**config.mk**
```make
export PLATFORM = sky130hd
export DESIGN_NAME = instr_mem_writer
export DESIGN_NICKNAME = d
export VERILOG_FILES = /design/src/rtl/instr_mem_writer.sv
export SDC_FILE = /design/constraint.sdc
export NUM_CORES = 1
export LEC_CHECK = 0
export ABC_AREA = 1
export CORE_MARGIN = 2
export CORE_UTILIZATION = 50
export CTS_BUF_LIST = sky130_fd_sc_hd__clkbuf_4 sky130_fd_sc_hd__clkbuf_8 sky130_fd_sc_hd__clkbuf_16
export DETAILED_ROUTE_END_ITERATION = 8
export PLACE_DENSITY = 0.71
export SETUP_SLACK_MARGIN = 0.2
export SLEW_MARGIN = 10
export SYNTH_ARGS = -nofsm -noshare
export SYNTH_HDL_FRONTEND = slang
export SYNTH_SLANG_ARGS = --single-unit
```
**constraint.sdc**
```tcl
create_clock -name clk_i -period 2.8 [get_ports clk_i]
set_input_delay 0.56 -clock clk_i [delete_from_list [all_inputs] [get_ports clk_i]]
set_output_delay 0.56 -clock clk_i [all_outputs]
set_load 0.02 [all_outputs]
```
**src/rtl/instr_mem_writer.sv**
```systemverilog
// instr_mem_writer: packs an MSB-first byte stream into 32-bit words and loads them into an instruction store.
module instr_mem_writer #(
  parameter int DEPTH = 32,
  parameter int IDX_W = 5
) (
  input  logic             clk_i,
  input  logic             rst_i,
  input  logic             start_i,
  input  logic [IDX_W:0]   word_cnt_i,
  input  logic             abort_i,
  input  logic             byte_valid_i,
  input  logic [7:0]       byte_data_i,
  output logic             byte_ready_o,
  input  logic [31:0]      addr_i,
  output logic [31:0]      instr_o,
  output logic             busy_o,
  output logic             done_o,
  output logic [IDX_W:0]   wr_idx_o
);
  localparam logic [1:0] IDLE = 2'd0, LOAD = 2'd1, DONE = 2'd2;
  localparam logic [IDX_W:0] ONE = 1, FULL = DEPTH;
  logic [1:0]       state;
  logic [IDX_W:0]   cnt, wr_idx;
  logic [1:0]       byte_cnt;
  logic [23:0]      hold;
  logic [31:0]      store [DEPTH];
  logic             accept, wr_en, unused_addr;
  assign accept       = state == LOAD && byte_valid_i && !abort_i;
  assign wr_en        = accept && byte_cnt == 2'd3;
  assign byte_ready_o = state == LOAD;
  assign busy_o       = state == LOAD;
  assign done_o       = state == DONE;
  assign wr_idx_o     = wr_idx;
  assign instr_o      = store[addr_i[IDX_W+1:2]];
  assign unused_addr  = ^{addr_i[31:IDX_W+2], addr_i[1:0]};
  always_ff @(posedge clk_i or negedge rst_i) begin
    if (!rst_i) begin
      state    <= IDLE;
      cnt      <= '0;
      wr_idx   <= '0;
      byte_cnt <= '0;
      hold     <= '0;
    end else begin
      case (state)
        IDLE: if (start_i) begin
          cnt      <= word_cnt_i > FULL ? FULL : word_cnt_i;
          wr_idx   <= '0;
          byte_cnt <= '0;
          state    <= word_cnt_i == '0 ? DONE : LOAD;
        end
        LOAD: if (abort_i) begin
          byte_cnt <= '0;
          state    <= IDLE;
        end else if (accept) begin
          if (byte_cnt == 2'd3) begin
            wr_idx   <= wr_idx == FULL ? wr_idx : wr_idx + ONE;
            byte_cnt <= '0;
            if (wr_idx + ONE == cnt) state <= DONE;
          end else begin
            hold     <= {hold[15:0], byte_data_i};
            byte_cnt <= byte_cnt + 2'd1;
          end
        end
        default: state <= IDLE;
      endcase
    end
  end
  // The fourth byte bypasses the holding register and completes the word on the same edge.
  always_ff @(posedge clk_i or negedge rst_i) begin
    if (!rst_i) begin
      for (int i = 0; i < DEPTH; i++) store[i] <= '0;
    end else if (wr_en) begin
      store[wr_idx[IDX_W-1:0]] <= {hold, byte_data_i};
    end
  end
endmodule

```
# After elaboration in Yosys (flattened, before gate mapping)
# Index checks and enable logic that the tools add are counted.
[word_totals] ff_bits=1064 word_cells=98
[classes] reduce_logical=13 n_eq_ne=13 magnitude_cmp=4 bitwise=4 n_mux=25 addsub=2
[ops] cell="$bwmux W1024" n=1
[ops] cell="$bmux W32 S5" n=1
[ops] cell="$demux W32 S5" n=1
[ops] cell="$mux W32" n=3
[ops] cell="$mux W6" n=6
[ops] cell="$mux W2" n=10
[ops] cell="$ge A6 B6 Y1 const B" n=2
[ops] cell="$not A5 Y6" n=2
[ops] cell="$pmux W6 S2" n=1
[ops] cell="$ne A3 B2 Y1 const B" n=3
[ops] cell="$pmux W2 S2" n=2
[ops] cell="$reduce_and A4 Y1" n=2
[ops] cell="$add A6 B1 Y6 const B" n=1
[ops] cell="$eq A6 B6 Y1" n=1
[ops] cell="$eq A6 B6 Y1 const B" n=1
[ops] cell="$gt A6 B6 Y1 const B" n=1
[ops] cell="$logic_not A6 Y1" n=1
[ops] cell="$lt A6 B1 Y1 const B" n=1
[ops] cell="$ne A2 B2 Y1 const B" n=3
[ops] cell="$reduce_and A6 Y1" n=1
[ops] cell="$eq A2 B2 Y1 const B" n=2
[ops] cell="$logic_and A1 B1 Y1" n=4
[ops] cell="$ne A2 B1 Y1 const B" n=2
[ops] cell="$reduce_and A3 Y1" n=1
[ops] cell="other kinds (7)" n=8

# Longest topological paths before layout
# Gate-level depths: netlist (run 1).
[depth] ltp_word=7 depth_mapped=13 mapped_depth_nobuf=13

# Least setup slack after synthesis (run 1)
# Ideal clock, no wire load.
[synth_timing] kind="input -> output" startpoint="input addr_i[2]" endpoint="output instr_o[15]" slack_ps=240 arrival_ps=2000 stages=11 required_time_ps=2240 cell_sequence="buf_2 -> buf_4 -> inv_2 -> clkbuf_1 -> clkbuf_1 -> nand2_1 -> a21oi_1 -> o31ai_1 -> nand2_1 -> nand2_1 -> nand2_1"
[synth_between] elab_chain_cells=4
[synth_lines] element="from (decl)" line="14" source="input logic [31:0] addr_i,"
[synth_lines] element="$not A5 Y6 (implied by the code)" line="34" source="assign instr_o = store[addr_i[IDX_W+1:2]];"
[synth_lines] element="$bmux W32 S5" line="34"
[synth_lines] element="$mux W32 (implied by the code) (2 in a row)" line="34"
[synth_lines] element="to (decl)" line="15" source="output logic [31:0] instr_o,"
# No other way between the ends. The select of a mux whose other input is x is not followed.

# Worst setup path in the final report (run 1)
[layout_timing] startpoint="input addr_i[2]" endpoint="output instr_o[2]"
# The elaborated chain is that of the path after synthesis.

==> flow_metrics.tcl, run 1 <==
set metrics [dict create \
    status "finished clean" \
    dpl.hpwl_um 82200 \
    drc 0 \
    placed_cells 7084 \
    drt-total-wl_um 153000 \
    synth_warnings 0 \
    num_rows 113 \
    synth.largest_area_cell "dfrtp_1" \
    cts.reportedPaths.clkPinSlew_ns 0.06 \
    relSlewSlack 0.216 \
    ir_drop_mv 0.576 \
    port_buffers 64 \
    postLayoutCellArea_sq_um 57400 \
    die_height_um 314 \
    synth_edf_count 0 \
    cellLeakagePower_nw 26.2 \
    track_usage 0.306 \
    drt-wirelength-per-cell_um 20.9 \
    drv_slew 0 \
    fmax_mhz 369 \
    maxCapViolCount 0 \
    grt_overflow_total 0 \
    worst-path-buf-inv 6 \
    diodes 0 \
    cts_tree "built" \
    end_kind "primary output" \
    synth_area_leaders "dfrtp_1, nand2_1, o21ai_0" \
    area_growth_pct 19.5 \
    worstSetupPathType "in -> out" \
    htreeDepth 3 \
    syn_nets 6057 \
    finalPower_mw 35.6 \
    fin_setup_tns_ns 0 \
    ys_ff_latch 1064 \
    hold_violations 0 \
    crit_path_top_delay_cell "o31ai_1" \
    synth_most_common_cell "nand2_1" \
    crit_family "buffers and inverters" \
    synth.distinct_cells 30 \
    final_cells 7341 \
    startpoint_type "input port" \
    drtIter0Drc 5940 \
    clockBufferDepth 3 \
    min_period_ns 2.71 \
    start_util 0.505 \
    rsz0062_at_grt "yes" \
    coreArea_sq_um 95200 \
    die_w_um 314 \
    antenna_found_initial 0 \
    yosysSeqAreaShare 0.554 \
    cts.sinks 1064 \
    rrSetupSlack_ns 0.47 \
    ios 92 \
    path_max_fanout 6 \
    drt-vias-per-instance 5.87 \
    grt_pass1_vias 39900 \
    fin_skew_ns 0.0242 \
    die-area_sq_um 98500 \
    fin_nets 6042 \
    dr.pass1.iters 6 \
    min_period_over_period 0.969 \
    placed_cell_area_sq_um 51600 \
    drive_gt1_frac 0.119 \
    ant_nets 0 \
    synthFlopType "dfrtp_1" \
    clk_latency_ns 0.69 \
    worstMarginPinSlew_ns 1.17 \
    syn_inst 6001 \
    avgSynthCellArea_sq_um 8.00 \
    powerDensity_nw_per_um2 621 \
    cp.arrival_ns 2.15 \
    max_stage_delay_ns 0.27 \
    netlist_area_sq_um 48000 \
    min_path_type "in -> async" \
    vias 43100 \
    grt_pass1_wl_um 235000 \
    yosys-top-cells-count "nand2_1, dfrtp_1, o21ai_0" \
    grt_max_degree 116 \
    setup_viol 0 \
    cts_buffers 110 \
    required_ns 2.24 \
    yosys.area.top_type_share 0.554 \
    crit_chain "buf_16 > clkinv_16 > buf_12 > clkbuf_16 > buf_16 > nor2_4 > nor2_1 > o31ai_1 > nand2_1 > nand2_1 > nand2_2 > buf_6" \
    cts-root-buf "clkbuf_16" \
    place_congestion 0.815 \
    async_reset_ff_frac 1.00 \
    fillers 8053 \
]
## final timing paths
kind                               start         end  cells after the start
max in group asynchronous          rst_i  store[232]                      4
setup / recovery               addr_i[2]  instr_o[2]                     12
min in group clk_i         word_cnt_i[3]      cnt[3]                      3
hold / removal                     rst_i  store[605]                      2
hold reg to reg               store[687]  store[687]                      2
setup reg to reg                state[1]  store[490]                     10
## area by class of cell
type | count | area (sq um) | area share
Timing Repair Buffer | 387 | 5230 | 0.0912
Sequential cell | 1064 | 26600 | 0.464
Inverter | 69 | 303 | 0.00528
Clock inverter | 38 | 443 | 0.00772
Clock buffer | 164 | 3390 | 0.0592
Timing Repair inverter | 2 | 38.8 | 0.000676
Multi-Input combinational cell | 4352 | 19800 | 0.344
Tap cell | 1265 | 1580 | 0.0276
## per-layer routing
layer	wire length [um]	global-route usage	vias to the layer above
met5	0	0	-
met4	5850	0.115	0
met3	13700	0.0460	375
met2	69000	0.475	2077
met1	64600	0.439	21000
li1	-	-	19600
## timing repair
item	in CTS	in global routing
setup buffers	10	12
hold endpoints to repair	21	0
setup endpoints to repair	32	33
hold buffers	1	0
pin swaps	51	84
gates cloned	16	16
gates resized for setup	239	163
## power breakdown
group	leakage [nW]	total, mW	internal, mW	switching [mW]
Combinational	9.45	4.44	1.13	3.31
Clock	1.94	15.4	9.11	6.28
Sequential	14.8	15.8	15.6	0.179
## flip-flops by register name (all words and copies together) (netlist names)
| signal | cells |
|---|---|
| cnt | 6 |
| hold | 24 |
| byte_cnt | 2 |
| store | 1024 |
| state | 2 |
| wr_idx_o | 6 |
## placed cells by master, fill, tap and decap left out, types with 24 or more instances in the layout
cell type        netlist  final
buf_6                  0     30
clkbuf_8               0     35
nor2_1               207    197
a21oi_2                0     24
o21ai_0              911    857
nand2_1             2256   2205
dfrtp_1             1064   1063
a21oi_1              194    170
clkdlybuf4s50_1        0     26
buf_16                 0     24
nand2_4                1     30
clkbuf_16              0    127
o21ai_1              241    284
nand3_1              399    396
o31ai_1               96     74
buf_4                  2    173
buf_12                 0     96
nand2_2               13     35
inv_1                 62     60
## kinds of logic after synthesis
family                     count (synthesis)  share of synthesized area
adders and majority gates                  5                    0.00130
xor gates and xnor gates                   1                   0.000182
AOI/OAI and AO/OA                       1449                      0.156
buffers and inverters                    585                     0.0474
DFF                                     1064                      0.554
and+or+nand+nor                         2897                      0.240
## through the flow
step / hold slack, ns / setup slack [ns] / utilization
after CTS: 0.390 / 0.127 / 0.593
after global routing: 0.403 / 0.0551 / 0.603
after floorplan: 0.264 / 0.240 / -
after global placement: 0.461 / -0.358 / 0.543
final: 0.398 / 0.0878 / 0.603
after detailed placement: 0.468 / -0.344 / 0.543
(Power assumes the default switching activity.)
==> run 2, diff against run 1 <==
CAP_MARGIN = 20   (was not set)
GPL_ROUTABILITY_DRIVEN = 0   (was not set)
clock period = 2.69 ns   (was 2.8 ns; I/O delays follow)
==> flow_metrics.tcl, run 2 (same netlist as run 1, synthesis figures left out) <==
set metrics [dict create \
    status "finished clean" \
    clockBufferDepth 3 \
    end_kind "primary output" \
    dpl.hpwl_um 87300 \
    min_path_type "in -> async" \
    path_max_fanout 21 \
    layout_common_cells "nand2_1, dfrtp_1, o21ai_0" \
    relSlewSlack 0.320 \
    placed_cells 7120 \
    drtIter0Drc 5824 \
    cts.reportedPaths.clkPinSlew_ns 0.06 \
    die-area_sq_um 98500 \
    setup_viol 0 \
    fin_skew_ns 0.0286 \
    area_growth_pct 20.0 \
    cp-startpoint "addr_i[2]" \
    grt_pass1_wl_um 244000 \
    drv_slew 0 \
    start_util 0.505 \
    ios 92 \
    fin_nets 6066 \
    maxCapViolCount 0 \
    track_usage 0.319 \
    cellLeakagePower_nw 26.3 \
    largest_register_ffs 1024 \
    grt_overflow_total 0 \
    cts.sinks 1064 \
    grt_max_degree 84 \
    final_common_cell "nand2_1" \
    die_height_um 314 \
    cts_tree "built" \
    clk_latency_ns 0.70 \
    drt-vias-per-instance 5.90 \
    fin_util 0.605 \
    port_buffers 64 \
    preCtsSetupSlack_ns -0.515 \
    rsz0062_at_grt "yes" \
    worstSetupPathType "in -> out" \
    drt-total-wl_um 157000 \
    diodes 0 \
    drive_gt1_frac 0.120 \
    startpoint_type "input port" \
    fmax_mhz 383 \
    cp.arrival_ns 2.07 \
    postLayoutCellArea_sq_um 57600 \
    ant_nets 0 \
    vias 43500 \
    min_period_over_period 0.971 \
    required_ns 2.15 \
    setup_slack_ns 0.0772 \
    num_rows 113 \
    ir_drop_mv 0.524 \
    final_cells 7362 \
    reg2reg_from "wr_idx_o[0]" \
    powerDensity_nw_per_um2 640 \
    dr.pass1.iters 6 \
    drt-wirelength-per-cell_um 21.4 \
    htreeDepth 3 \
    placed_cell_area_sq_um 52200 \
    largest_register "store" \
    grt_pass1_vias 41200 \
    min_period_ns 2.61 \
    hold_violations 0 \
    top_regs "store (1024), hold (24)" \
    antenna_found_initial 2 \
    coreArea_sq_um 95200 \
    cts_buffers 109 \
    drc 0 \
    worstMarginPinSlew_ns 1.02 \
    die_w_um 314 \
    cts-root-buf "clkbuf_16" \
    fillers 8042 \
]
==> run 2: cell count changes in the layout (fill, tap and decap cells not counted), moves of 6 or more <==
| cell | change |
|---|---|
| nor2_1 | +7 |
| clkbuf_16 | -11 |
| a21oi_1 | +9 |
| bufbuf_16 | +6 |
| o21ai_0 | +6 |
| buf_12 | +21 |
| clkbuf_8 | -9 |
| buf_4 | +13 |
| a21oi_2 | -9 |
| clkbuf_4 | +11 |
==> run 2: power by group <==
group	internal (mW)	switching (mW)
combinational	1.23	3.50
sequential	16.3	0.183
clock	9.26	6.43
==> run 2: worst paths after layout <==
check	endpoint	slack, ns	depth (start not counted)
worst min register to register	store[696]	0.48	2
min in group clk_i	cnt[3]	0.46	3
max in group asynchronous	store[418]	1.32	4
worst max-delay path	instr_o[30]	0.08	11
worst max register to register	store[1008]	0.40	8
worst min-delay path	state[1]	0.39	2
==> run 2: final cells by class <==
class / count / area [sq um] / share of cell area
well taps: 1265 / 1580 / 0.0275
flip-flops and latches: 1064 / 26600 / 0.462
multi-input cells: 4352 / 19700 / 0.342
repair buffers: 412 / 5640 / 0.0979
inverters: 69 / 292 / 0.00506
clock buffers: 168 / 3400 / 0.0591
repair inverters: 2 / 36.3 / 0.000630
clock inverters: 30 / 329 / 0.00571
==> run 2: repair_timing <==
action | in CTS | in global routing
gates resized for setup | 316 | 71
setup endpoints to repair | 35 | 34
pin swaps | 79 | 29
buffers inserted | 15 | 1
gates cloned | 24 | 3
hold buffers | 1 | 0
endpoints found under the hold margin | 14 | 0
==> run 2: per-layer routing <==
layer / wire length (um) / global-route usage / part of all wire / vias to the layer above
met5: 7 / 0 / 0.000045 / -
met4: 6220 / 0.125 / 0.040 / 2
met3: 16000 / 0.0526 / 0.10 / 377
met2: 70400 / 0.489 / 0.45 / 2339
met1: 64600 / 0.456 / 0.41 / 21100
li1: - / - / - / 19700
==> run 2: metrics by stage <==
stage | power [mW] | setup TNS (ns) | hold slack (ns)
floorplan | 19.1 | 0 | 0.242
global placement | 21.0 | -11.80 | 0.461
detailed placement | 21.0 | -11.90 | 0.468
CTS | 36.9 | 0 | 0.357
global route | 38.0 | 0 | 0.388
finish | 36.9 | 0 | 0.385
==> run 2: critical path, stage by stage <==
cell and delay, ns:
buf_16 0.16, inv_16 0.11, bufbuf_16 0.32, buf_4 0.15, nor2_1 0.07, nor2_1 0.05, o31ai_1 0.22, nand2_1 0.12
nand2_1 0.09, nand2_2 0.07, buf_6 0.13
